### src/rtl/ram_access_arbiter.sv
`default_nettype none
// ============================================================================
// Module  : ram_access_arbiter
// Brief   : Round-robin two-port arbiter that sequences single-byte accesses
//           onto an async SRAM with a fixed CE window and one recovery cycle.
// Revision: 1.0
// ============================================================================
module ram_access_arbiter #(
    parameter int pRamAdrsWidth = 19,
    parameter int pRamDqWidth   = 8,
    parameter int pAccessCycle  = 4
) (
    input  logic                     iMemClk,
    input  logic                     iRst,
    input  logic                     iReq0,
    input  logic [pRamAdrsWidth-1:0] iAdrs0,
    input  logic [pRamDqWidth-1:0]   iWd0,
    input  logic                     iCmd0,
    input  logic                     iReq1,
    input  logic [pRamAdrsWidth-1:0] iAdrs1,
    input  logic [pRamDqWidth-1:0]   iWd1,
    input  logic                     iCmd1,
    output logic                     oAck0,
    output logic                     oAck1,
    output logic [pRamDqWidth-1:0]   oRd0,
    output logic [pRamDqWidth-1:0]   oRd1,
    output logic                     oRVd0,
    output logic                     oRVd1,
    output logic                     oRdErr,
    output logic                     oBusy,
    output logic [pRamAdrsWidth-1:0] oRamAdrs,
    output logic [pRamDqWidth-1:0]   oRamWd,
    output logic                     oRamCE,
    output logic                     oRamCmd,
    input  logic [pRamDqWidth-1:0]   iRamRd,
    input  logic                     iRamREd
);

    typedef enum logic [1:0] {
        IDLE    = 2'd0,
        ACCESS  = 2'd1,
        RECOVER = 2'd2
    } state_t;

    localparam logic [3:0] c_LAST_CNT = 4'(pAccessCycle - 1);

    state_t                   r_state;
    state_t                   w_nextState;
    logic [3:0]               r_cnt;
    logic                     r_lastGrant;
    logic                     r_owner;
    logic                     r_cmd;
    logic [pRamAdrsWidth-1:0] r_adrs;
    logic [pRamDqWidth-1:0]   r_wd;
    logic                     w_grant;
    logic                     w_winner;
    logic                     w_lastCycle;

    always_ff @(posedge iMemClk) begin
        if (iRst) begin
            r_state <= IDLE;
        end else begin
            r_state <= w_nextState;
        end
    end

    always_comb begin
        w_nextState = r_state;
        w_grant     = 1'b0;
        w_winner    = 1'b0;
        w_lastCycle = (r_state == ACCESS) && (r_cnt == c_LAST_CNT);
        // A tie goes to the port that was not granted last time
        if (iReq0 && iReq1) begin
            w_winner = ~r_lastGrant;
        end else begin
            w_winner = iReq1;
        end
        case (r_state)
            IDLE: begin
                if (iReq0 || iReq1) begin
                    w_grant     = 1'b1;
                    w_nextState = ACCESS;
                end
            end
            ACCESS: begin
                if (w_lastCycle) begin
                    w_nextState = RECOVER;
                end
            end
            RECOVER: w_nextState = IDLE;
            default: w_nextState = IDLE;
        endcase
    end

    always_ff @(posedge iMemClk) begin
        if (iRst) begin
            r_cnt       <= 4'd0;
            r_lastGrant <= 1'b1;
            r_owner     <= 1'b0;
            r_cmd       <= 1'b1;
            r_adrs      <= '0;
            r_wd        <= '0;
            oAck0       <= 1'b0;
            oAck1       <= 1'b0;
            oRVd0       <= 1'b0;
            oRVd1       <= 1'b0;
            oRd0        <= '0;
            oRd1        <= '0;
            oRdErr      <= 1'b0;
        end else begin
            oAck0 <= w_grant & ~w_winner;
            oAck1 <= w_grant & w_winner;
            oRVd0 <= 1'b0;
            oRVd1 <= 1'b0;

            if ((r_state == ACCESS) && !w_lastCycle) begin
                r_cnt <= r_cnt + 4'd1;
            end else begin
                r_cnt <= 4'd0;
            end

            if (w_grant) begin
                r_lastGrant <= w_winner;
                r_owner     <= w_winner;
                r_adrs      <= w_winner ? iAdrs1 : iAdrs0;
                r_wd        <= w_winner ? iWd1   : iWd0;
                r_cmd       <= w_winner ? iCmd1  : iCmd0;
            end

            // Read data is captured on the edge that closes the CE window
            if (w_lastCycle && r_cmd) begin
                if (r_owner) begin
                    oRd1  <= iRamRd;
                    oRVd1 <= 1'b1;
                end else begin
                    oRd0  <= iRamRd;
                    oRVd0 <= 1'b1;
                end
                if (!iRamREd) begin
                    oRdErr <= 1'b1;
                end
            end
        end
    end

    assign oBusy    = (r_state != IDLE);
    assign oRamCE   = (r_state != ACCESS);
    assign oRamCmd  = (r_state == ACCESS) ? r_cmd : 1'b1;
    assign oRamAdrs = r_adrs;
    assign oRamWd   = r_wd;

endmodule
`default_nettype wire

### config.mk
export PLATFORM = sky130hd
export DESIGN_NAME = ram_access_arbiter
export DESIGN_NICKNAME = d
export VERILOG_FILES = /design/src/rtl/ram_access_arbiter.sv
export SDC_FILE = /design/constraint.sdc
export NUM_CORES = 1
export LEC_CHECK = 0
export ABC_AREA = 1
export BUFFER_PORTS_ARGS = -buffer_cell sky130_fd_sc_hd__clkbuf_2
export CAP_MARGIN = 30
export CORE_ASPECT_RATIO = 0.9
export CORE_MARGIN = 10
export CORE_UTILIZATION = 46
export DETAILED_ROUTE_END_ITERATION = 8
export PLACE_DENSITY = 0.79
export SLEW_MARGIN = 20
export SYNTH_ARGS = -nofsm -noshare
export SYNTH_HDL_FRONTEND = slang
export SYNTH_SLANG_ARGS = --single-unit
### constraint.sdc
create_clock -name iMemClk -period 1.4 [get_ports iMemClk]
set_input_delay 0.14 -clock iMemClk [delete_from_list [all_inputs] [get_ports iMemClk]]
set_output_delay 0.14 -clock iMemClk [all_outputs]
set_load 0.03 [all_outputs]
==> flow_metrics.py <==
metrics = {
    "run_status": {
        "outcome": "completed",
    },
    "drt": {
        "first_pass_iters": 4,
        "detail-route-antenna-nets": 0,
        "avgViaCountPerCell": 4.93,
        "drt-total-wl_mm": 7.67,
        "dr.first_iter.drc_count": 88,
        "drc_errors": 0,
        "route.vias.total": 2716,
        "wl_per_cell_um": 13.9,
    },
    "synth": {
        "ys_seq_elements": 57,
        "netlist_area_um2": 2550,
        "synthesis.nets": 428,
        "yosysUniqueCellTypes": 24,
        "synth_cells": 358,
        "synth_top_cell_area_share_pct": 44.8,
        "top_cell_type_by_total_area_after_synthesis": "dfxtp_1",
        "seq_area_frac_synth_pct": 44.8,
        "yosys_synthesis_warning_count": 0,
        "syn-mean-instance-area_um2": 7.12,
        "synth_top_cells_by_area": "dfxtp_1 45%, nand2_1 19%, nand3_1 9.6%",
    },
    "floorplanning": {
        "placement_rows": 25,
        "placeableCoreArea_um2": 5320,
        "start_util_pct": 47.9,
        "chip_height_um": 90.6,
        "floorplan.die.width_um": 98.4,
        "num_io_pins": 120,
        "die_area_um2": 8920,
    },
    "placed_design": {
        "numPortBuffers": 119,
        "place.detailed.hpwl_mm": 5.95,
        "dp_slack_ns": 0.150,
        "place_congestion": 0.778,
    },
    "cells_and_area": {
        "layout-drive-gt1-share_pct": 35.1,
        "diodes": 0,
        "layout-area-overhead-vs-synth_pct": 34.5,
        "final_net_count": 551,
    },
    "critical_path": {
        "critical_path_source_type": "flip-flop",
        "arrival_ns": 1.21,
        "worstSetupEndpointType": "output pin",
        "worstReg2RegStart": "r_cnt[0]",
        "timing.reg2reg.worst_path_depth": 7,
        "cp_data_required_time_ns": 1.26,
        "critPathKind": "reg -> out",
        "r2r-end": "oRd1[1]",
        "reg2reg_slack_ns": 0.12,
        "crit_fanout": 4,
        "worst_setup_path_startpoint": "r_state[1]",
    },
    "hold_path": {
        "worst_hold_startpoint": "iAdrs1[9]",
        "worst_hold_path.num_cells": 3,
        "min_path_type": "in -> reg",
        "whs_endpoint": "oRamAdrs[9]",
    },
    "timing": {
        "relSlewSlack_pct": 82.0,
        "post-route-worst-setup-slack_ns": 0.0472,
        "worst-slew-pin-transition_ns": 0.269,
        "final.setup.tns_ns": 0,
        "max_clock_freq_mhz": 739,
        "setup_viol": 0,
        "hold_violations_final": 0,
        "final-max-slew-violation-count": 0,
        "final_min_period_over_clock_period_pct": 96.6,
        "fin_crit_ns": 1.35,
        "unrepaired_setup_endpoints_after_global_routing": "no",
        "clock-skew-final_ns": 0.00452,
    },
    "global_route": {
        "first_pass_grt_wire_length_mm": 12.7,
        "antenna_found_initial": 0,
        "grt_pass1_vias": 2764,
        "maximum_number_of_pins_on_one_net_before_global_route_repair": 34,
        "global_route.usage.total_pct": 16.7,
        "grt-ovfl-total": 0,
    },
    "clock_tree": {
        "clk_latency_ns": 0.32,
        "clock_pin_slew_on_the_worst_setup_and_hold_paths_ns": 0.06,
        "cts_sinks": 57,
        "numCtsBuffers": 9,
        "cts_tree": "done",
        "clockRootBuffer": "clkbuf_8",
        "clk_path_buf_depth": 2,
        "htree_levels": 3,
        "cts.hold.buffers_added": 0,
    },
    "power_and_ir_drop": {
        "switching_share_pct": 30.9,
        "irDropWorstVdd_mv": 0.668,
        "cellLeakagePower_nw": 1.75,
        "power.internal_mw": 2.78,
        "p_clk_share_pct": 32.0,
        "power.share.combinational_pct": 23.3,
        "cellPowerDensity_nw_per_um2": 1170,
        "relative_contribution_of_sequential_cells_to_total_power_pct": 44.7,
        "total_switching_power_mw": 1.24,
    },
    "run": {
        "maximum_capacitance_violations": 0,
    },
}
-- flip-flops by register name (all words and copies together) (netlist names) --
signal,flops
oRamAdrs,19
r_lastGrant,1
oRamWd,8
oRVd0,1
oRd0,8
r_cmd,1
oRVd1,1
oRd1,8
r_owner,1
oAck0,1
oAck1,1
r_state,2
oRdErr,1
r_cnt,4
-- metal layers --
layer | track usage [%] | routed length (µm)
met1 | 18.6 | 3160
met2 | 27.5 | 3690
met3 | 8.19 | 741
met4 | 4.77 | 82
met5 | 0 | 0
-- cell usage after synthesis --
master,number
a21oi_1,30
a21oi_2,9
buf_1,3
buf_2,10
buf_4,5
buf_6,3
clkbuf_1,3
dfxtp_1,57
ha_1,1
inv_1,14
inv_2,1
nand2_1,131
nand3_1,49
nand3_2,2
nand4_1,4
nor2_1,24
nor2_2,1
nor2_4,3
nor3_1,1
nor4_1,2
o21ai_0,1
o21ai_2,1
or2_2,2
xor2_1,1
-- worst max-delay path: stages (launching register included) --
cell and delay, ns:
dfxtp_2 0.32, inv_2 0.08, nand2_2 0.06, or2_2 0.29, buf_8 0.14
-- power by group through the flow --
| stage | clock network (mW) | registers (mW) | logic [mW] |
|---|---|---|---|
| floorplan | 0 | 1.98 | 0.451 |
| global placement | 0 | 1.82 | 0.921 |
| detailed placement | 0 | 1.83 | 0.939 |
| CTS | 1.32 | 1.79 | 0.945 |
| global route | 1.41 | 1.81 | 1.03 |
| finish | 1.29 | 1.80 | 0.938 |
-- cells in the final DEF (no fill, tap or decap), drive strengths merged --
cell type / netlist / layout
nor3: 1 / 1
nand4: 4 / 4
xor2: 1 / 1
o21ai: 2 / 2
ha: 1 / 1
nor2: 28 / 28
nand2: 131 / 131
or2: 2 / 2
inv: 15 / 15
clkbuf: 3 / 132
nand3: 51 / 51
dfxtp: 57 / 57
nor4: 2 / 2
buf: 21 / 18
a21oi: 39 / 39
-- logic make-up after synthesis --
group / Yosys count / synth area share (%)
XOR/XNOR: 1 / 0.344
adder cells (fa/ha/maj): 1 / 0.491
AND/OR/NAND/NOR: 219 / 37.0
flip-flops: 57 / 44.8
AO/OA/AOI/OAI: 41 / 9.53
buffers and inverters: 39 / 7.86
-- area by class of cell --
type / count / area [µm²]
Timing Repair Buffer: 136 / 771
Clock buffer: 14 / 163
Inverter: 15 / 56.3
Multi-Input combinational cell: 262 / 1210
Tap cell: 67 / 83.8
Sequential cell: 57 / 1140
Fill cell: 499 / 1890
-- worst max-delay path by stage --
stage          depth (start not counted)          end
2_1_floorplan                          6  oRamAdrs[5]
3_3_place_gp                           5     r_cnt[2]
3_5_place_dp                           7      oRd1[1]
4_1_cts                                4      oRamCmd
5_1_grt                                7      oRd0[0]
6_report                               4      oRamCmd
-- stage by stage --
step | total power, mW | hold slack (ns) | cells | cell area (µm²) | util, %
after floorplan | 2.43 | 0.250 | 358 | 2550 | -
after global placement | 2.74 | 0.335 | 536 | 3240 | 60.9
after detailed placement | 2.76 | 0.344 | 536 | 3240 | 60.9
after CTS | 4.06 | 0.00869 | 550 | 3410 | 64.2
after global routing | 4.25 | 0.0265 | 551 | 3430 | 64.4
final | 4.02 | 0.0197 | 551 | 3430 | 64.4
-- repair_timing --
action / CTS / global route
endpoints found under the setup margin: 1 / 1
resized for setup: 4 / 3
buffers inserted: 0 / 1
No activity file was read; power rests on OpenSTA's default activity.
